$ cat src/rtl/gpu_rect_fill_pkg.sv
// Shared types and constants for the rectangle fill engine.
// Holds the FSM state encoding, the draw-mode encoding and the default screen geometry.
package gpu_rect_fill_pkg;

    typedef enum logic [1:0] {
        ST_IDLE  = 2'd0,
        ST_SETUP = 2'd1,
        ST_DRAW  = 2'd2,
        ST_DONE  = 2'd3
    } state_t;

    typedef enum logic {
        MODE_FILL    = 1'b0,
        MODE_OUTLINE = 1'b1
    } mode_t;

    localparam int DEF_SCREEN_W = 640;
    localparam int DEF_SCREEN_H = 400;
    localparam int DEF_ADDR_W   = 18;
    localparam int DEF_DATA_W   = 16;
    localparam int DEF_COORD_W  = 10;

    function automatic logic [31:0] clamp_max(input logic [31:0] v, input logic [31:0] lim);
        return (v > lim) ? lim : v;
    endfunction

endpackage

$ cat src/rtl/gpu_rect_scan.sv
// Pixel walker: steps x/y across the rectangle in row-major order and forms the SRAM address.
// The row base is multiplied once on load and then advanced by SCREEN_W per row.
module gpu_rect_scan
    import gpu_rect_fill_pkg::*;
#(
    parameter int SCREEN_W = DEF_SCREEN_W,
    parameter int ADDR_W   = DEF_ADDR_W,
    parameter int COORD_W  = DEF_COORD_W
) (
    input  logic               clk_i,
    input  logic               rst_i,
    input  logic               load_i,
    input  logic               step_i,
    input  mode_t              mode_i,
    input  logic [COORD_W-1:0] xmin_i,
    input  logic [COORD_W-1:0] xmax_i,
    input  logic [COORD_W-1:0] ymin_i,
    input  logic [COORD_W-1:0] ymax_i,
    output logic [ADDR_W-1:0]  addr_o,
    output logic               last_o
);

    logic [COORD_W-1:0] xmin_q, xmax_q, ymin_q, ymax_q, x_q, y_q;
    logic [COORD_W-1:0] xmin_d, xmax_d, ymin_d, ymax_d, x_d, y_d;
    logic [ADDR_W-1:0]  row_base_q, row_base_d;
    logic               outline_q, outline_d;
    logic               interior_row;

    assign last_o       = (x_q == xmax_q) && (y_q == ymax_q);
    assign addr_o       = row_base_q + ADDR_W'(x_q);
    assign interior_row = (y_q != ymin_q) && (y_q != ymax_q);

    always_comb begin
        xmin_d     = xmin_q;
        xmax_d     = xmax_q;
        ymin_d     = ymin_q;
        ymax_d     = ymax_q;
        x_d        = x_q;
        y_d        = y_q;
        row_base_d = row_base_q;
        outline_d  = outline_q;
        if (load_i) begin
            xmin_d     = xmin_i;
            xmax_d     = xmax_i;
            ymin_d     = ymin_i;
            ymax_d     = ymax_i;
            x_d        = xmin_i;
            y_d        = ymin_i;
            row_base_d = ADDR_W'(32'(ymin_i) * 32'(SCREEN_W));
            outline_d  = (mode_i == MODE_OUTLINE);
        end else if (step_i && !last_o) begin
            if (x_q == xmax_q) begin
                x_d        = xmin_q;
                y_d        = y_q + COORD_W'(1);
                row_base_d = row_base_q + ADDR_W'(SCREEN_W);
            end else if (outline_q && interior_row && (x_q == xmin_q)) begin
                // Outline interior rows skip straight from the left edge to the right edge.
                x_d = xmax_q;
            end else begin
                x_d = x_q + COORD_W'(1);
            end
        end
    end

    always_ff @(posedge clk_i or posedge rst_i) begin
        if (rst_i) begin
            xmin_q     <= '0;
            xmax_q     <= '0;
            ymin_q     <= '0;
            ymax_q     <= '0;
            x_q        <= '0;
            y_q        <= '0;
            row_base_q <= '0;
            outline_q  <= 1'b0;
        end else begin
            xmin_q     <= xmin_d;
            xmax_q     <= xmax_d;
            ymin_q     <= ymin_d;
            ymax_q     <= ymax_d;
            x_q        <= x_d;
            y_q        <= y_d;
            row_base_q <= row_base_d;
            outline_q  <= outline_d;
        end
    end

endmodule

$ cat src/rtl/gpu_rect_fill.sv
// Rectangle fill/outline engine writing pixels into SRAM during video blanking.
// Holds the command handshake, the IDLE/SETUP/DRAW/DONE sequencer and the registered SRAM port.
module gpu_rect_fill
    import gpu_rect_fill_pkg::*;
#(
    parameter int SCREEN_W = DEF_SCREEN_W,
    parameter int SCREEN_H = DEF_SCREEN_H,
    parameter int ADDR_W   = DEF_ADDR_W,
    parameter int DATA_W   = DEF_DATA_W,
    parameter int COORD_W  = DEF_COORD_W
) (
    input  logic               I_CLK,
    input  logic               I_RST,
    input  logic               I_VIDEO_ON,
    input  logic               I_CMD_VALID,
    output logic               O_CMD_READY,
    input  logic [COORD_W-1:0] I_CMD_X0,
    input  logic [COORD_W-1:0] I_CMD_Y0,
    input  logic [COORD_W-1:0] I_CMD_X1,
    input  logic [COORD_W-1:0] I_CMD_Y1,
    input  logic               I_CMD_MODE,
    input  logic [DATA_W-1:0]  I_CMD_COLOR,
    output logic [ADDR_W-1:0]  O_GPU_ADDR,
    output logic [DATA_W-1:0]  O_GPU_DATA,
    output logic               O_GPU_WRITE,
    output logic               O_GPU_READ,
    output logic               O_BUSY,
    output logic               O_DONE
);

    state_t             state_q;
    logic [COORD_W-1:0] x0_q, y0_q, x1_q, y1_q;
    mode_t              mode_q;
    logic [DATA_W-1:0]  color_q;
    logic               ready_q, busy_q, done_q, fin_q;
    logic               write_q;
    logic [ADDR_W-1:0]  addr_q;
    logic [DATA_W-1:0]  data_q;

    logic [COORD_W-1:0] x_lo, x_hi, y_lo, y_hi;
    logic [COORD_W-1:0] xmin_c, xmax_c, ymin_c, ymax_c;
    logic               issue;
    logic [ADDR_W-1:0]  scan_addr;
    logic               scan_last;

    // Corner ordering and clamping, consumed by the scanner while in SETUP.
    always_comb begin
        x_lo   = (x0_q <= x1_q) ? x0_q : x1_q;
        x_hi   = (x0_q <= x1_q) ? x1_q : x0_q;
        y_lo   = (y0_q <= y1_q) ? y0_q : y1_q;
        y_hi   = (y0_q <= y1_q) ? y1_q : y0_q;
        xmin_c = COORD_W'(clamp_max(32'(x_lo), 32'(SCREEN_W - 1)));
        xmax_c = COORD_W'(clamp_max(32'(x_hi), 32'(SCREEN_W - 1)));
        ymin_c = COORD_W'(clamp_max(32'(y_lo), 32'(SCREEN_H - 1)));
        ymax_c = COORD_W'(clamp_max(32'(y_hi), 32'(SCREEN_H - 1)));
    end

    // fin_q marks that the last pixel has been issued; DRAW lingers one cycle so it lands.
    assign issue = (state_q == ST_DRAW) && !fin_q && !I_VIDEO_ON;

    gpu_rect_scan #(
        .SCREEN_W (SCREEN_W),
        .ADDR_W   (ADDR_W),
        .COORD_W  (COORD_W)
    ) u_scan (
        .clk_i  (I_CLK),
        .rst_i  (I_RST),
        .load_i (state_q == ST_SETUP),
        .step_i (issue),
        .mode_i (mode_q),
        .xmin_i (xmin_c),
        .xmax_i (xmax_c),
        .ymin_i (ymin_c),
        .ymax_i (ymax_c),
        .addr_o (scan_addr),
        .last_o (scan_last)
    );

    always_ff @(posedge I_CLK or posedge I_RST) begin
        if (I_RST) begin
            state_q <= ST_IDLE;
            x0_q    <= '0;
            y0_q    <= '0;
            x1_q    <= '0;
            y1_q    <= '0;
            mode_q  <= MODE_FILL;
            color_q <= '0;
            ready_q <= 1'b1;
            busy_q  <= 1'b0;
            done_q  <= 1'b0;
            fin_q   <= 1'b0;
            write_q <= 1'b0;
            addr_q  <= '0;
            data_q  <= '0;
        end else begin
            write_q <= 1'b0;
            done_q  <= 1'b0;
            case (state_q)
                ST_IDLE: begin
                    if (I_CMD_VALID && ready_q) begin
                        x0_q    <= I_CMD_X0;
                        y0_q    <= I_CMD_Y0;
                        x1_q    <= I_CMD_X1;
                        y1_q    <= I_CMD_Y1;
                        mode_q  <= mode_t'(I_CMD_MODE);
                        color_q <= I_CMD_COLOR;
                        ready_q <= 1'b0;
                        busy_q  <= 1'b1;
                        state_q <= ST_SETUP;
                    end
                end
                ST_SETUP: begin
                    fin_q   <= 1'b0;
                    state_q <= ST_DRAW;
                end
                ST_DRAW: begin
                    if (fin_q) begin
                        done_q  <= 1'b1;
                        state_q <= ST_DONE;
                    end else if (issue) begin
                        write_q <= 1'b1;
                        addr_q  <= scan_addr;
                        data_q  <= color_q;
                        fin_q   <= scan_last;
                    end
                end
                ST_DONE: begin
                    ready_q <= 1'b1;
                    busy_q  <= 1'b0;
                    state_q <= ST_IDLE;
                end
                default: state_q <= ST_IDLE;
            endcase
        end
    end

    assign O_CMD_READY = ready_q;
    assign O_BUSY      = busy_q;
    assign O_DONE      = done_q;
    assign O_GPU_WRITE = write_q;
    assign O_GPU_ADDR  = addr_q;
    assign O_GPU_DATA  = data_q;
    assign O_GPU_READ  = 1'b0;

endmodule

$ cat config.mk
export PLATFORM = sky130hd
export DESIGN_NAME = gpu_rect_fill
export DESIGN_NICKNAME = d
export VERILOG_FILES = /design/src/rtl/gpu_rect_fill_pkg.sv /design/src/rtl/gpu_rect_scan.sv /design/src/rtl/gpu_rect_fill.sv
export SDC_FILE = /design/constraint.sdc
export NUM_CORES = 1
export LEC_CHECK = 0
export CAP_MARGIN = 10
export CORE_MARGIN = 2
export CORE_UTILIZATION = 43
export DETAILED_ROUTE_END_ITERATION = 8
export SLEW_MARGIN = 20
export SYNTH_ARGS = -nofsm -noshare
export SYNTH_HDL_FRONTEND = slang
export SYNTH_SLANG_ARGS = --single-unit
export TNS_END_PERCENT = 5
$ cat constraint.sdc
create_clock -name I_CLK -period 13.8 [get_ports I_CLK]
set_input_delay 1.38 -clock I_CLK [delete_from_list [all_inputs] [get_ports I_CLK]]
set_output_delay 1.38 -clock I_CLK [all_outputs]
set_load 0.02 [all_outputs]
Word-level counts from Yosys, hierarchy flattened --
Index checks and enable logic that the tools add are counted.
Storage, ports and cells: register bits 177, input port bits 61, output and inout port bits 39, logic and storage cells 98
Operators by class: add/sub/neg operators 4, multiply operators 1, magnitude comparators 6, equality and inequality tests 10, mux-type cells 33, bitwise operators 1, reductions and logical operators 21
Operators by type and width (count):
- 10-bit two-way mux | 15
- 18-bit two-way mux | 3
- 10-bit == test | 3
- 10-bit by 1-bit adder with 10-bit output (second input constant) | 2
- 10-bit greater-than comparator (second input constant) | 2
- 10-bit by 9-bit greater-than comparator with 1-bit output (second input constant) | 2
- 10-bit less-or-equal comparator | 2
- 10-bit != test | 2
- 18-bit by 10-bit adder with 18-bit output | 1
- 18-bit by 10-bit adder with 18-bit output (second input constant) | 1
- 10-bit by 3-bit multiplier with 11-bit output (second input constant) | 1
- 1-bit two-way mux | 9
- 1-bit logical AND | 8
- 2-bit one-hot mux with 4 select lines | 1
- 2-bit AND reduction | 4
- 2-bit nonzero test | 4
- 1-bit one-hot mux with 2 select lines | 3
- 2-bit == test (second input constant) | 2
- 2-bit two-way mux | 2
- 2-bit != test (second input constant) | 2
- 1-bit logical NOT | 3
- 3-bit AND reduction | 1
- 2-bit by 1-bit == test with 1-bit output (second input constant) | 1
- 2-bit logical NOT | 1
- 1-bit inverter | 1

Longest topological paths before layout --
Gate-level depths: netlist (run 1).
depth after elaboration 8, gate-level depth with buffers 20, depth with buffers taken out 18

Modules after synthesis --
From an unflattened synthesis (run 1), not the netlist that was laid out.
Second synthesis, totals: cells, all modules 957, area, all modules 10043.4 um^2
Modules (own cells, without submodules):
- gpu_rect_fill | times used 1, cells each 482, area each 5330.1 um^2, seq. area each 2453.6 um^2
- gpu_rect_scan | times used 1, cells each 475, area each 4713.3 um^2, seq. area each 1801.7 um^2

Worst setup path before layout (run 1) --
OpenSTA, ideal clock, no wires.
path kind register to register, from register y1_q[5], to register u_scan.row_base_q[17], setup time 0.126 ns, arrival 4.049 ns, data required time 13.674 ns, path slack 9.625 ns, stages on the path, launching flop included 19, buffers on the path 2, period minus slack after synthesis 4.175 ns, cell sequence dfrtp_1 inv_1 ha_1 nand4_1 a211oi_1 a2111oi_2 or4_1 clkbuf_1 nand2_1 buf_2 nand2_1 ha_1 ha_1 a21oi_1 o211ai_1 a2111o_1 a211o_1 a22o_1 o311a_1
On the way: longest elaborated chain between the ends 6
RTL lines:
- from (decl) | line gpu_rect_fill.sv:32 | logic [COORD_W-1:0] x0_q, y0_q, x1_q, y1_q;
- from (signal assigned) | line gpu_rect_fill.sv:85 | y1_q <= '0;
- from (signal assigned) | line gpu_rect_fill.sv:104 | y1_q <= I_CMD_Y1;
- 10-bit less-or-equal comparator | line gpu_rect_fill.sv:50 | y_lo = (y0_q <= y1_q) ? y0_q : y1_q;
- 10-bit two-way mux (*) | line gpu_rect_fill.sv:50
- 10-bit by 9-bit greater-than comparator with 1-bit output | line gpu_rect_fill_pkg.sv:24 | return (v > lim) ? lim : v;
- 10-bit two-way mux (*) | line gpu_rect_fill_pkg.sv:24
- named net u_scan.ymin_i[3] | line gpu_rect_scan.sv:17 | input logic [COORD_W-1:0] ymin_i,
- 10-bit by 3-bit multiplier with 11-bit output (*) | line gpu_rect_scan.sv:49 | row_base_d = ADDR_W'(32'(ymin_i) * 32'(SCREEN_W));
- 18-bit two-way mux (*) | line gpu_rect_scan.sv:42 | if (load_i) begin
- to (signal assigned) | line gpu_rect_scan.sv:82 | row_base_q <= row_base_d;
- to (decl) | line gpu_rect_scan.sv:25 | logic [ADDR_W-1:0] row_base_q, row_base_d;
The timed path passes the listed nets; every way through them passes the cells marked *. A chain may end at the register's enable or synchronous reset.

Worst setup path in the final report (run 1) --
Ends and elaborated chain as after synthesis.

==> results of run 1 <==
worst reg2reg max path: cells and delay by family, from the launching register on:
kind / cells / cell delay (ps)
DFF: 1 / 480
adders and majority gates: 3 / 850
AOI/OAI and AO/OA: 7 / 2120
buffers and inverters: 1 / 140
and+or+nand+nor: 5 / 1270
registers in the layout, indices dropped and copies added (netlist names), 11 cells and up:
register           count
O_GPU_ADDR            18
O_GPU_DATA            16
color_q               16
u_scan.row_base_q     11
cells in the final DEF, fill, tap and decap left out, drive strengths merged, types with 8 or more instances in the layout:
| master | instances |
|---|---|
| a21oi | 44 |
| clkdlybuf4s50 | 98 |
| o21ai | 69 |
| nand2 | 121 |
| a311oi | 11 |
| mux2 | 60 |
| nor2 | 66 |
| mux2i | 11 |
| inv | 57 |
| xor2 | 46 |
| nor3 | 24 |
| buf | 8 |
| nor4 | 15 |
| a31oi | 15 |
| dfrtp | 169 |
| a211oi | 15 |
| nand4 | 20 |
| and3 | 12 |
| clkbuf | 18 |
| nand3 | 33 |
| xnor2 | 35 |
| ha | 42 |
metal layers:
layer / up-vias / wire, um
met2: 217 / 10500
met3: 25 / 1220
met4: 0 / 338
li1: 3731 / -
met5: - / 0
met1: 3763 / 12100
logic make-up after synthesis:
logic type      after synthesis  share of synthesized area (%)
buf+inv                     111                           4.74
compound gates              216                           14.4
fa+ha+maj                    43                           5.59
other cells                   1                         0.0384
mux                          71                           8.05
simple gates                323                           16.1
xor+xnor                     81                           7.42
flops                       170                           43.6
power by group:
group	leakage, nW	internal (mW)	switching [mW]
sequential	2.03	0.734	0.250
combinational	2.58	0.804	1.12
clock	0.294	0.247	0.235
final cells by class:
class | count | area [sq um] | share of cell area (%)
Clock buffer | 18 | 429 | 3.73
Clock inverter | 14 | 170 | 1.48
Inverter | 48 | 185 | 1.61
Multi-Input combinational cell | 736 | 5060 | 44.0
Sequential cell | 170 | 4260 | 37.0
Tap cell | 285 | 357 | 3.10
Timing Repair Buffer | 106 | 1040 | 9.05
cell usage after synthesis (all sizes together), types with 3 or more instances:
library cell  count  share of area (%)
nor2b             6               0.38
ha               42                5.4
a21boi            3               0.23
and2              4               0.26
nor4             15                1.3
a22oi             7               0.54
o2bb2ai           4               0.36
o21ai            69                3.5
a2111o            3               0.35
or4               5               0.38
mux2i            11                1.1
xnor2            35                3.1
nor4b             3               0.27
a31oi            15               0.96
o211ai            6               0.46
nand2           121                4.7
a21oi            44                2.3
a32o              3               0.31
o21a              6               0.46
clkbuf           39                1.6
and3             12               0.78
mux2             60                6.9
dfrtp           169                 43
and4              3               0.27
nor2             66                2.5
nand4            20                1.5
xor2             46                4.3
a211oi           15                1.2
buf              24                1.3
a311oi           11               0.99
o31ai             5               0.38
a21o              3               0.23
inv              47                1.8
nor3             24                1.2
nand2b            5               0.32
or3               3               0.24
nand3            33                1.8
a2111oi           3               0.40
o31a              5               0.45
worst min path at each step:
stage / startpoint / end / slack (ps) / cells after the start
finish: color_q[11]$_DFFE_PP0P_ / O_GPU_DATA[11]$_DFFE_PP0P_ / 460 / 2
detailed placement: color_q[11]$_DFFE_PP0P_ / O_GPU_DATA[11]$_DFFE_PP0P_ / 450 / 2
CTS: color_q[11]$_DFFE_PP0P_ / O_GPU_DATA[11]$_DFFE_PP0P_ / 470 / 2
global route: color_q[11]$_DFFE_PP0P_ / O_GPU_DATA[11]$_DFFE_PP0P_ / 500 / 2
global placement: color_q[10]$_DFFE_PP0P_ / O_GPU_DATA[10]$_DFFE_PP0P_ / 440 / 2
floorplan: color_q[0]$_DFFE_PP0P_ / O_GPU_DATA[0]$_DFFE_PP0P_ / 430 / 2
through the flow:
stage          std cells  instance area (sq um)  setup slack (ps)
6_report            1377                  11500              8810
5_1_grt             1377                  11500              8350
4_1_cts             1377                  11500              8850
3_5_place_dp        1345                  10900              8900
3_3_place_gp        1345                  10900              8890
2_1_floorplan       1017                   9770              7820
==> qor.txt, run 1 <==
CP bufs+invs -> 1
Pleak -> 4.91 nW
Die Wd -> 155 um
Worst setup EP type -> register
FP Rows -> 55
Total core area -> 22,400 sq um
Avg WL per Cell -> 17.5 um
Ys flop type -> dfrtp_1
Worst Path Required -> 14,110 ps
Clock-pin slew on the worst setup and hold paths -> 80 ps
Final critical-path required period -> 4990 ps
DRC Markers -> 0
Reg2reg start -> y1_q[5]$_DFFE_PP0P_
Final Max Tran Viols -> 0
Routing usage on met1 -> 32.3%
Worst setup path endpoint -> u_scan.row_base_q[17]$_DFFE_PP0P_
Setup TNS -> 0 ps
Reg2Reg Capture Point -> u_scan.row_base_q[17]$_DFFE_PP0P_
Total power -> 3.39 mW
Total wire length -> 24.2 mm
Cells along the critical path -> inv_1 > ha_1 > nand4_1 > nor2_1 > and3_1 > nor2_1 > o21ai_0 > nand2_1 > ha_1 > ha_1 > a21oi_1 > o211ai_1 > a2111o_1 > a211o_1 > a22o_1 > o311a_1
Vias in the first global route -> 7,470
Library cells used by synthesis -> 71
Hold_ws -> 462 ps
Final Hold Fails -> 0
Clock Skew -> 14.1 ps
Fin nets -> 1,183
Clock Latency Late Sink -> 440 ps
CTS tree -> yes
CP max stage delay -> 820 ps
Max capacitance violation total -> 0
Hold buffer count at cts -> 0
Die height -> 155 um
GPL Wtd Cong -> 0.905
Critical Path Source Type -> register
Top cell by count, worst path -> ha_1
YS warnings -> 0
Die ar. -> 23,900 sq um
Fraction of layout cells with a size suffix above 1 -> 10.8%
Global routing met2 resource utilization -> 30.7%
Root buf cell -> clkbuf_16
Initial DRC count -> 554
Avg Inst Size Synth -> 9.61 sq um
CP Depth -> 16
RSZ-0062 raised after global routing -> false
Crit share post-route -> 36.1%
Delay-heaviest family, CP -> compound AO/OA/AOI/OAI gates
Post-DP HPWL -> 17.1 mm
Post-synth ARST share -> 100%
Crit Path Max Fanout -> 14
Fillers -> 2,103
Overflow after GRT -> 0
I/O Buffers -> 98
P per Cell Area -> 295 nW/um^2
Hold Path Class -> reg2reg
Worst relative slew slack -> 31.2%
Worst Tran Pin Value -> 1030 ps
Maximum vdd drop -> 137 uV
Met3 Track Usage GR -> 3.03%
IO Pins -> 100
Synth Register Bits -> 170
Outcome -> completed
Mapped Area -> 9760 sq um
CTS resizes -> 0
FF-to-FF setup slack -> 8810 ps
Global route hottest layer -> met1
Layout area overhead -> 17.8%
Postcts setup bufs -> 0
# setup viols final -> 0
Seq/Total Area, Yosys -> 43.6%
Fin util -> 51.3%
GRT Util Overall -> 21.0%
Worst R2R Path Depth -> 16
Post-synth EDFFs -> 0
Initial antenna violation count -> 0
Gate count of the mapped netlist -> 1,016
Pin count of the biggest net entering global routing -> 96
Clk buf depth -> 2
CP Class -> reg2reg
H-tree depth -> 4
Cts bufs inserted -> 17
Fmax -> 0.200 GHz
1st-pass router iterations -> 5
Crit path from -> y1_q[5]$_DFFE_PP0P_
Via Count -> 7,736
First-pass GRT wire length -> 40.4 mm
Critical path's slowest cell -> o21ai_0
Clock sinks -> 170
Post-DR vias/cell -> 5.62
Post-route ant nets -> 0
Crit path DAT -> 5300 ps
Initial Utilization -> 43.5%
Antenna Cells -> 0
Note: power is estimated with default switching activity, not from simulation.
==> run 2: changes to the inputs <==
PLACE_DENSITY = 0.66   (was not set)
clock period = 4.5 ns   (was 13.8 ns; I/O delays follow)
==> run 2 against run 1 <==
- flip-flop and latch count did not move
- sequential power rose to 3.0 times the previous value
- clock power rose to 3.1 times the previous value
- non-clock buffer count rose by 16
- combinational power rose to 3.2 times the previous value
- total power rose to 3.1 times the previous value
- utilization rose by 0.65 points
- sequential share of layout area fell by 0.47 points
- via count rose by 1.7%
- maximum frequency rose by 18%
- critical path depth did not move
==> qor.txt, run 2 (synthesis results as in run 1) <==
Fin nets -> 1,199
Worst R2R Path Depth -> 16
Fraction of layout cells with a size suffix above 1 -> 12.5%
Clk buf depth -> 2
Outcome -> completed
Crit Path Max Fanout -> 4
Post-DR vias/cell -> 5.65
P_sw -> 4.96 mW
Reg2Reg Capture Point -> u_scan.row_base_q[17]$_DFFE_PP0P_
Pin count of the biggest net entering global routing -> 119
Clock Skew -> 12.7 ps
First-pass GRT wire length -> 39.7 mm
P per Cell Area -> 914 nW/um^2
Clock sinks -> 170
Initial Utilization -> 43.5%
Critical path's slowest cell -> or4_4
Gate power share -> 58.1%
Hold Path Class -> reg2reg
Fin util -> 51.9%
Fillers -> 2,103
Design area -> 11,600 sq um
DRC Markers -> 0
Layout area overhead -> 19.3%
Antenna Cells -> 0
Crit share post-route -> 93.8%
IO Pins -> 100
Clock Latency Late Sink -> 430 ps
Post-DP HPWL -> 17.0 mm
FF-to-FF setup slack -> 280 ps
Total core area -> 22,400 sq um
Total wire length -> 23.8 mm
1st-pass router iterations -> 5
GRT Util Overall -> 20.5%
Maximum vdd drop -> 398 uV
Commonest non-fill, non-tap cell in the layout -> dfrtp_1
Reg power frac -> 28.0%
Pre-CTS setup slack -> 237 ps
Overflow after GRT -> 0
Setup ws final -> 278 ps
Reg2reg start -> y1_q[7]$_DFFE_PP0P_
Final Hold Fails -> 0
FP Rows -> 55
Worst relative slew slack -> 26.5%
Initial antenna violation count -> 0
Most frequent cells in the layout -> 169 x dfrtp_1, 120 x nand2_1, 98 x clkdlybuf4s50_1
Initial DRC count -> 710
GPL Wtd Cong -> 0.926
Via Count -> 7,869
Post-route ant nets -> 0
Worst setup EP type -> register
Crit path DAT -> 4530 ps
Die ar. -> 23,900 sq um
Clock-pin slew on the worst setup and hold paths -> 80 ps
Final critical-path required period -> 4220 ps
Cts bufs inserted -> 17
I/O Buffers -> 98
Die height -> 155 um
Worst setup path endpoint -> u_scan.row_base_q[17]$_DFFE_PP0P_
Crit path from -> y1_q[7]$_DFFE_PP0P_
H-tree depth -> 4
Switching part of the total -> 46.6%
Vias in the first global route -> 7,570
CP max stage delay -> 560 ps
Max reg flops -> 18
Clock share of power -> 13.9%
Post-DP Area -> 11,000 sq um
Root buf cell -> clkbuf_16
Critical Path Source Type -> register
P_int -> 5.68 mW
Fmax -> 0.237 GHz
Final Max Tran Viols -> 0
CTS tree -> yes
Worst Path Required -> 4810 ps
Worst Tran Pin Value -> 1090 ps
Pleak -> 4.99 nW
CP Class -> reg2reg
Avg WL per Cell -> 17.1 um
Cells along the critical path -> inv_1 > ha_1 > nand4_1 > a211oi_2 > a2111oi_4 > or4_4 > buf_4 > and2_1 > a211oi_2 > ha_1 > nor2_1 > nor2_1 > a2111o_1 > a211o_1 > a22o_1 > o311a_1
# setup viols final -> 0
Die Wd -> 155 um
Placed Cells -> 1,360
Max capacitance violation total -> 0
Non-filler cells, final -> 1,393
## run 2: cell count changes in the layout (fill, tap and decap cells not counted), moves of 2 or more
| cell | change |
|---|---|
| inv_8 | -3 |
| a211oi_1 | -2 |
| a211oi_2 | +2 |
| buf_4 | +15 |
| clkinv_8 | -3 |
| clkinvlp_4 | +2 |
## run 2: layout make-up
cell class	instances	area, sq um	area share, %
clock buffers	18	429	3.69
flip-flops and latches	170	4260	36.5
well taps	285	357	3.06
clock inverters	14	156	1.34
repair buffers	122	1170	10.1
inverters	48	184	1.58
multi-input cells	736	5090	43.7
## run 2: power by group through the flow
stage	registers, mW	clock network, mW	logic (mW)
6_report	2.98	1.48	6.19
3_5_place_dp	3.00	0	6.09
3_3_place_gp	2.97	0	6.01
2_1_floorplan	2.89	0	4.33
5_1_grt	3.10	1.58	6.89
4_1_cts	2.97	1.51	6.12
## run 2: timing repair
item                                    4_1_cts  5_1_grt
hold buffers                                  0        0
endpoints found under the setup margin        0        2
setup buffers                                 0        1
resized for setup                             0        6
## run 2: worst max-delay path, delay by kind of cell (launching register included)
family	cells	cell delay (ps)
adder cells (fa/ha/maj)	2	640
AO/OA/AOI/OAI	7	1740
AND/OR/NAND/NOR	5	1030
flip-flops	1	400
buffers and inverters	2	290
## run 2: how the worst min path moves through the flow
stage                                   start  depth (start not counted)                         end  slack [ps]
floorplan              color_q[0]$_DFFE_PP0P_                          2   O_GPU_DATA[0]$_DFFE_PP0P_         430
global placement      color_q[10]$_DFFE_PP0P_                          2  O_GPU_DATA[10]$_DFFE_PP0P_         440
detailed placement    color_q[14]$_DFFE_PP0P_                          2  O_GPU_DATA[14]$_DFFE_PP0P_         450
CTS                   color_q[13]$_DFFE_PP0P_                          2  O_GPU_DATA[13]$_DFFE_PP0P_         470
global route        O_GPU_DATA[7]$_DFFE_PP0P_                          2   O_GPU_DATA[7]$_DFFE_PP0P_         490
finish                 color_q[6]$_DFFE_PP0P_                          2   O_GPU_DATA[6]$_DFFE_PP0P_         460
## run 2: metal layers
metal	up-vias	wire length, um	global-route usage [%]
met2	259	10300	30.5
met3	27	1240	2.58
met1	3823	11800	31.4
met4	0	390	6.00
met5	-	0	0
li1	3760	-	-
## run 2: stage by stage
step	hold WS [ps]	TNS [ps]	total power, mW
2_1_floorplan	433	0	7.21
4_1_cts	467	0	10.6
6_report	465	0	10.6
5_1_grt	489	-1.23	11.6
3_5_place_dp	451	0	9.08
3_3_place_gp	441	0	8.98
==> run 3: changes to the inputs <==
--- a/config.mk
+++ b/config.mk
@@ -8,2 +8,4 @@
 export CAP_MARGIN = 10
+export CELL_PAD_IN_SITES_DETAIL_PLACEMENT = 1
+export CELL_PAD_IN_SITES_GLOBAL_PLACEMENT = 1
 export CORE_MARGIN = 2
@@ -11,3 +13,3 @@
 export DETAILED_ROUTE_END_ITERATION = 8
-export PLACE_DENSITY = 0.66
+export PLACE_DENSITY_LB_ADDON = 0.1
 export SLEW_MARGIN = 20
==> constraint.sdc (replaced) <==
create_clock -name I_CLK -period 4.7 [get_ports I_CLK]
set_input_delay 0.94 -clock I_CLK [delete_from_list [all_inputs] [get_ports I_CLK]]
set_output_delay 0.94 -clock I_CLK [all_outputs]
set_load 0.02 [all_outputs]
==> run 3 against run 2 <==
- combinational power decreased by 3%
- flip-flop and latch count unchanged
- non-clock buffer count decreased by 2
- design area unchanged
- hold slack about the same
- wire length increased by 10%
- maximum frequency decreased by 3.8%
- clock skew about the same
- critical path depth unchanged
- largest cell class unchanged
- highest routed layer unchanged
==> qor.txt, run 3 (synthesis results as in run 1) <==
Pleak -> 4.97 nW
Post-DP HPWL -> 19.1 mm
Post-route ant nets -> 0
FF-to-FF setup slack -> 310 ps
Commonest non-fill, non-tap cell in the layout -> dfrtp_1
Crit path DAT -> 4700 ps
Worst Path Required -> 5020 ps
Reg area -> 4260 sq um
Fillers -> 2,512
Crit Path Max Fanout -> 9
Total wire length -> 26.2 mm
Total core area -> 22,400 sq um
Area of the multi-input gates -> 5070 sq um
Pre-CTS setup slack -> 188 ps
Post-DP Area -> 11,000 sq um
CTS resizes -> 0
First-pass GRT wire length -> 43.8 mm
Root buf cell -> clkbuf_16
Final Hold Fails -> 0
Avg WL per Cell -> 18.8 um
Total power -> 10.4 mW
Worst Tran Pin Value -> 998 ps
Clock Latency Late Sink -> 430 ps
P per Cell Area -> 890 nW/um^2
FP Rows -> 55
Die height -> 155 um
IO Pins -> 100
Clock-pin slew on the worst setup and hold paths -> 70 ps
Final Max Tran Viols -> 0
Hold path cells -> 2
Layout area overhead -> 19.3%
HP Start -> color_q[11]$_DFFE_PP0P_
Die Wd -> 155 um
GPL Wtd Cong -> 0.881
Outcome -> completed
Initial DRC count -> 419
Clock sinks -> 170
Fin nets -> 1,197
CTS tree -> yes
DRC Markers -> 0
Crit share post-route -> 93.4%
Worst R2R Path Depth -> 16
I/O Buffers -> 98
Fraction of layout cells with a size suffix above 1 -> 12.0%
Setup TNS -> 0 ps
Fmax -> 0.228 GHz
Max reg flops -> 18
Critical Path Source Type -> register
Hold Path Class -> reg2reg
Hold buffer count at cts -> 0
RSZ-0062 raised after global routing -> false
Pin count of the biggest net entering global routing -> 77
Initial Utilization -> 43.5%
Reg2Reg Capture Point -> u_scan.row_base_q[17]$_DFFE_PP0P_
Clk buf depth -> 2
Clock Skew -> 12.9 ps
WHS Endpoint -> O_GPU_DATA[11]$_DFFE_PP0P_
Max capacitance violation total -> 0
Final critical-path required period -> 4390 ps
Vias in the first global route -> 8,156
Antenna Cells -> 0
Fin util -> 51.9%
# setup viols final -> 0
CP Class -> reg2reg
Via Count -> 7,865
Overflow after GRT -> 0
Worst relative slew slack -> 33.4%
Maximum vdd drop -> 465 uV
Reg2reg start -> y1_q[4]$_DFFE_PP0P_
Initial antenna violation count -> 0
Setup ws final -> 312 ps
Post-DR vias/cell -> 5.65
1st-pass router iterations -> 5
GRT Util Overall -> 22.9%
H-tree depth -> 4
Postcts setup bufs -> 0
Worst setup EP type -> register
Cts bufs inserted -> 17
Most frequent cells in the layout -> 169 x dfrtp_1, 120 x nand2_1, 98 x clkdlybuf4s50_1
Die ar. -> 23,900 sq um
Design area -> 11,600 sq um
[run 3: layout make-up]
| cell class | instances | area share (%) |
|---|---|---|
| clock inverters | 12 | 1.40 |
| well taps | 285 | 3.06 |
| inverters | 48 | 1.58 |
| multi-input cells | 736 | 43.5 |
| flip-flops and latches | 170 | 36.5 |
| clock buffers | 20 | 3.84 |
| repair buffers | 120 | 10.1 |
[run 3: worst max path at each step]
stage	start	end	depth (start not counted)
2_1_floorplan	y1_q[5]$_DFFE_PP0P_	u_scan.row_base_q[17]$_DFFE_PP0P_	18
3_3_place_gp	y1_q[4]$_DFFE_PP0P_	u_scan.row_base_q[17]$_DFFE_PP0P_	16
3_5_place_dp	y1_q[4]$_DFFE_PP0P_	u_scan.row_base_q[17]$_DFFE_PP0P_	17
4_1_cts	y1_q[4]$_DFFE_PP0P_	u_scan.row_base_q[17]$_DFFE_PP0P_	17
5_1_grt	y1_q[4]$_DFFE_PP0P_	u_scan.row_base_q[16]$_DFFE_PP0P_	18
6_report	y1_q[4]$_DFFE_PP0P_	u_scan.row_base_q[17]$_DFFE_PP0P_	16
[run 3: where the power goes]
part / total (mW) / internal [mW] / switching (mW)
registers: 2.87 / 2.16 / 0.713
clock network: 1.47 / 0.857 / 0.611
logic: 6.03 / 2.49 / 3.54
[run 3: worst max-delay path: stages, from the launching register on]
cell       delay (ps)
dfrtp_1           410
inv_1             140
ha_1              320
nand4_1           150
a211oi_2          280
a2111oi_2          90
or4_1             660
nand2_2           210
nand2_1            80
ha_1              310
ha_1              220
a21oi_1           190
o211ai_1          150
a2111o_1          450
a211o_1           280
a22o_1            190
o311a_1           110
[run 3: metrics by stage]
step                hold WS [ps]  std cells
floorplan                    433       1017
global placement             440       1359
detailed placement           452       1359
CTS                          471       1391
global route                 486       1391
finish                       464       1391
[run 3: routing by layer]
metal	share of wire, %	vias up	wire [um]	GRT usage (%)
met5	0	-	0	0
met4	1.3	0	340	5.82
met3	3.7	25	966	3.87
met2	45	170	11800	36.1
met1	50	3925	13100	33.0
li1	-	3745	-	-
==> patch 1, RTL diff (config.mk and constraints of run 1) <==
`DEF_ADDR_W`: 18 -> 26.
--- a/src/rtl/gpu_rect_fill_pkg.sv
+++ b/src/rtl/gpu_rect_fill_pkg.sv
@@ -16,7 +16,7 @@
 
     localparam int DEF_SCREEN_W = 640;
     localparam int DEF_SCREEN_H = 400;
-    localparam int DEF_ADDR_W   = 18;
+    localparam int DEF_ADDR_W   = 26;
     localparam int DEF_DATA_W   = 16;
     localparam int DEF_COORD_W  = 10;
 
Ports: changed (resized O_GPU_ADDR); port bits go from 100 to 108. The function was not compared with the original's and may differ.
==> patch 1 against run 1 <==
Routed wire length is 5.0% lower; combinational power is 4% lower; sequential cell count is 16 higher; synthesized area is 4.3% higher; largest cell class unchanged; power is 0.66% lower; clock skew is 0.65 ps higher; hold slack hardly changed; critical path depth stayed put; worst setup slack better by 78 ps; final area is 5.3% higher; sequential share of layout area is 1.4 points higher.
==> patch 1: results (changes against run 1) <==
* Per-cell routed wire length at 15.8 µm (-9.8%)
* Worst setup path end: u_scan.row_base_q[17]
* Max H-tree Level at 4 (unchanged)
* Max reg flops at 26 (+8)
* M1 WL at 11400 µm (-6.3%)
* Fillcell total at 2176 (+3.5%)
* DP HPWL at 16300 µm (-4.5%)
* Clk slew on worst S/H paths at 80 ps (about the same)
* Initial antenna violation count at 0 (unchanged)
* DRT Pass-1 Iters at 5 (unchanged)
* Worst Hold Class: reg2reg
* # nets final at 1224 (+3.5%)
* GR Util met1 at 0.280 (-0.0425)
* Clock skew at 14.7 ps (+0.653 ps)
* Commonest cells in the netlist: dfrtp_1, nand2_1, nor2_1
* R2R cell count at 16 (unchanged)
* Flop2flop setup slack at 8890 ps (+80 ps)
* I/O Buffers at 106 (+8.2%)
* Min Hold Slack at 462 ps (-0.318 ps)
* Layout cells sized above 1 at 0.118 (+0.00964)
* Met2 Use GR at 0.300 (-0.00697)
* Origin of the critical flop-to-flop path: y0_q[9]
* Synth cell types at 63 (-11%)
* Ys Warns at 0 (unchanged)
* Postcts setup bufs at 0 (unchanged)
* Iteration-0 DRC Markers at 391 (-29%)
* Critical path class: reg2reg
* Top post-synthesis cells by area: dfrtp_1, mux2_2, ha_1
* Ant. Diodes at 0 (unchanged)
* Largest net degree at the start of global routing at 88 (-8.3%)
* Post-synthesis sequential area ratio at 0.457 (+0.0213)
* Post-synth ARST share at 1.00 (unchanged)
* Net Sw Frac at 0.447 (-0.0267)
* P_leak at 5.35 nW (+9.0%)
* Hold_sp: color_q[12]
* Status: completed
* Worst-case vdd ir drop at 126 µV (-7.8%)
* Vias at 7505 (-3.0%)
* Metal2 WL at 10500 µm (+0.65%)
* WL met3 at 815 µm (-33%)
* Slew @ Worst Pin at 1140 ps (+107 ps)
* First-pass GRT wire length at 38000 µm (-6.0%)
* Vias in the first global route at 7283 (-2.5%)
* Max FO, Critical Path at 27 (+13)
* Endpoint, Worst Hold: O_GPU_DATA[12]
* Aggregate global-route resource usage at 0.193 (-0.0173)
* WP data arrival at 5210 ps (-90 ps)
* GR Util met3 at 0.0301 (-0.000148)
* Clk network pwr share at 0.145 (+0.003)
* Top_reg_cell synth: dfrtp_1
* Register share of total power at 0.307 (+0.017)
* TritonCTS buffer count at 17 (unchanged)
* Clock latency on the worst-skew pair at 440 ps (about the same)
* RePlAce Congestion at 0.848 (-6.4%)
[patch 1: cell count changes after synthesis, moves of 10 or more]
cell and change:
xnor2_1 +19, a311oi_1 -10, dfrtp_1 +16, nor2_1 +14
mux2i_1 +10, mux2_2 +16, nand3_1 -13, nand2_1 +20
[patch 1: metrics by stage]
stage               instance area (µm²)  total power [mW]  setup slack (ps)  cells   util
global route                      12100              3.68              8400   1449  0.519
detailed placement                11500              2.90              9000   1417  0.493
CTS                               12100              3.40              8960   1449  0.519
finish                            12100              3.37              8890   1449  0.519
global placement                  11500              2.86              9130   1417  0.493
floorplan                         10200              2.38              7360   1037      -
[patch 1: kinds of logic (layout without fill, tap and decap cells)]
kind of cell               after synthesis  count (layout)  share of synthesized area
AOI/OAI and AO/OA                      183             183                      0.109
xor gates and xnor gates                99              99                     0.0851
adders and majority gates               46              46                     0.0572
buffers and inverters                  109             202                     0.0423
DFF                                    186             186                      0.457
muxes                                   97              97                      0.105
other                                    1               2                   0.000368
and+or+nand+nor                        315             315                      0.144
[patch 1: cell type report]
type / count / area, µm² / share of cell area
Sequential cell: 186 / 4660 / 0.384
Multi-Input combinational cell: 742 / 5110 / 0.422
Clock inverter: 15 / 174 / 0.0144
Tap cell: 319 / 399 / 0.0330
Timing Repair Buffer: 115 / 1130 / 0.0932
Clock buffer: 17 / 425 / 0.0351
Inverter: 55 / 211 / 0.0175
[patch 1: worst max-delay path, stage by stage, from the launching register on]
cell and delay [ps]:
dfrtp_1 450, ha_1 360, a21oi_1 150, o21ai_0 160, o211ai_1 880, buf_4 430
nor3_1 90, a31oi_1 330, inv_1 120, ha_1 310, ha_1 330, a21oi_1 210
o21ai_0 130, a2111oi_0 460, nor3_1 130, xnor2_1 150, mux2i_1 80
==> patch 2, RTL diff (settings of run 1) <==
Without the edit above. Encoding of `state_t`: now Gray code (2 bits for 4 states).
--- a/src/rtl/gpu_rect_fill_pkg.sv
+++ b/src/rtl/gpu_rect_fill_pkg.sv
@@ -3,10 +3,10 @@
 package gpu_rect_fill_pkg;
 
     typedef enum logic [1:0] {
-        ST_IDLE  = 2'd0,
-        ST_SETUP = 2'd1,
-        ST_DRAW  = 2'd2,
-        ST_DONE  = 2'd3
+        ST_IDLE  = 2'b00,
+        ST_SETUP = 2'b01,
+        ST_DRAW  = 2'b11,
+        ST_DONE  = 2'b10
     } state_t;
 
     typedef enum logic {
Behaviour: no difference found for any inputs over 4 cycles, from zero or initial values and one cycle with I_RST high; so few cycles prove little.
==> patch 2 against run 1 <==
Worst setup slack better by 79 ps; final area down 0.99%; global-route usage up 0.29 points; sequential cell count unchanged; routed wire length up 1.6%; power down 11%; final cell count up 1.1%; hold slack worse by 2.1 ps; first-iteration DRC count up 28%; synthesized area down 0.99%; critical path type unchanged.
==> patch 2: results (changes against run 1) <==
* Max FO, Critical Path at 18 (+4)
* Flop2flop setup slack at 8890 ps (+80 ps)
* Vias in the first global route at 7212 (-3.5%)
* Internal power at 1.65 mW (-7.5%)
* Met2 Use GR at 0.292 (-0.0153)
* Slowest cell on the critical path: o221ai_1
* Metal2 WL at 10200 µm (-2.4%)
* Clock skew at 10.7 ps (-3.40 ps)
* Iteration-0 DRC Markers at 707 (+28%)
* Max H-tree Level at 4 (unchanged)
* WL met3 at 1410 µm (+16%)
* GR Util met3 at 0.0400 (+0.00976)
* Commonest cells in the netlist: dfrtp_1, nand2_1, o21ai_0
* Clock latency on the worst-skew pair at ~430 ps
* Largest net degree at the start of global routing at 74 (-23%)
* Min Hold Slack at 460 ps (-2.12 ps)
* Synth cell types at 69 (-2.8%)
* # nets final at 1197 (+1.2%)
* Max transition margin at 0.387 (+0.0757)
* Post-synthesis sequential area ratio at 0.440 (+0.00434)
* DRT Pass-1 Iters at 6 (+1)
* Vias per std cell at 5.58 (-0.69%)
* Area after DPL at 0.0108 mm² (-0.99%)
* First-pass GRT wire length at 39900 µm (-1.2%)
* DP HPWL at 17200 µm (+0.67%)
* Top post-synthesis cells by area: dfrtp_1, nand2_1, mux2_2
* Status: completed
* Layout cells sized above 1 at 0.0963 (-0.0117)
* P_leak at 4.92 nW (about the same)
* RePlAce Congestion at 0.912 (+0.70%)
* M1 WL at 12500 µm (+3.4%)
* WP data arrival at 5180 ps (-120 ps)
* GR Util met1 at 0.339 (+0.0166)
* Worst-case vdd ir drop at 100 µV (-26%)
* CP peak stage delay at 640 ps (-180 ps)
* Per-cell routed wire length at 17.6 µm (+0.46%)
* Aggregate global-route resource usage at 0.213 (+0.00285)
patch 2: tightest hold or removal path, delay by kind of cell (launching register included):
family | cells | cell delay, ps
flip-flops | 1 | 340
AND/OR/NAND/NOR | 2 | 90
patch 2: final timing paths:
path / startpoint / end / cells past startpoint
min reg2reg: color_q[6] / O_GPU_DATA[6] / 2
min in group asynchronous: I_RST / O_GPU_ADDR[10] / 2
min: color_q[6] / O_GPU_DATA[6] / 2
max in group asynchronous: I_RST / x0_q[8] / 4
max reg2reg: y1_q[5] / u_scan.row_base_q[17] / 15
max: y1_q[5] / u_scan.row_base_q[17] / 15
patch 2: cell type report:
cell class	instances	area, µm²
fill	2021	10600
antenna	1	2.50
clock inverter	14	161
timing repair buffer	109	1060
multi-input combinational	761	4970
inverter	39	151
tap	280	350
clock buffer	18	429
sequential	170	4260
patch 2: power groups by stage:
stage / combinational (mW) / sequential [mW] / clock, mW
3_5_place_dp: 1.55 / 0.969 / 0
3_3_place_gp: 1.54 / 0.962 / 0
4_1_cts: 1.57 / 0.961 / 0.497
6_report: 1.58 / 0.963 / 0.486
2_1_floorplan: 1.12 / 0.929 / 0
5_1_grt: 1.76 / 0.999 / 0.522
patch 2: through the flow:
step	util	std cells	worst slack, ps
after floorplan	-	1038	7820
after global placement	0.491	1359	9210
after detailed placement	0.491	1359	9050
after CTS	0.518	1391	9020
after global routing	0.518	1391	8530
final	0.518	1392	8890
patch 2: kinds of logic after synthesis:
kind of cell,Yosys count,share of synthesized area
buf+inv,107,0.0483
fa+ha+maj,38,0.0500
xor+xnor,78,0.0714
compound gates,210,0.142
simple gates,378,0.185
mux,55,0.0633
flops,170,0.440
other cells,1,0.000388
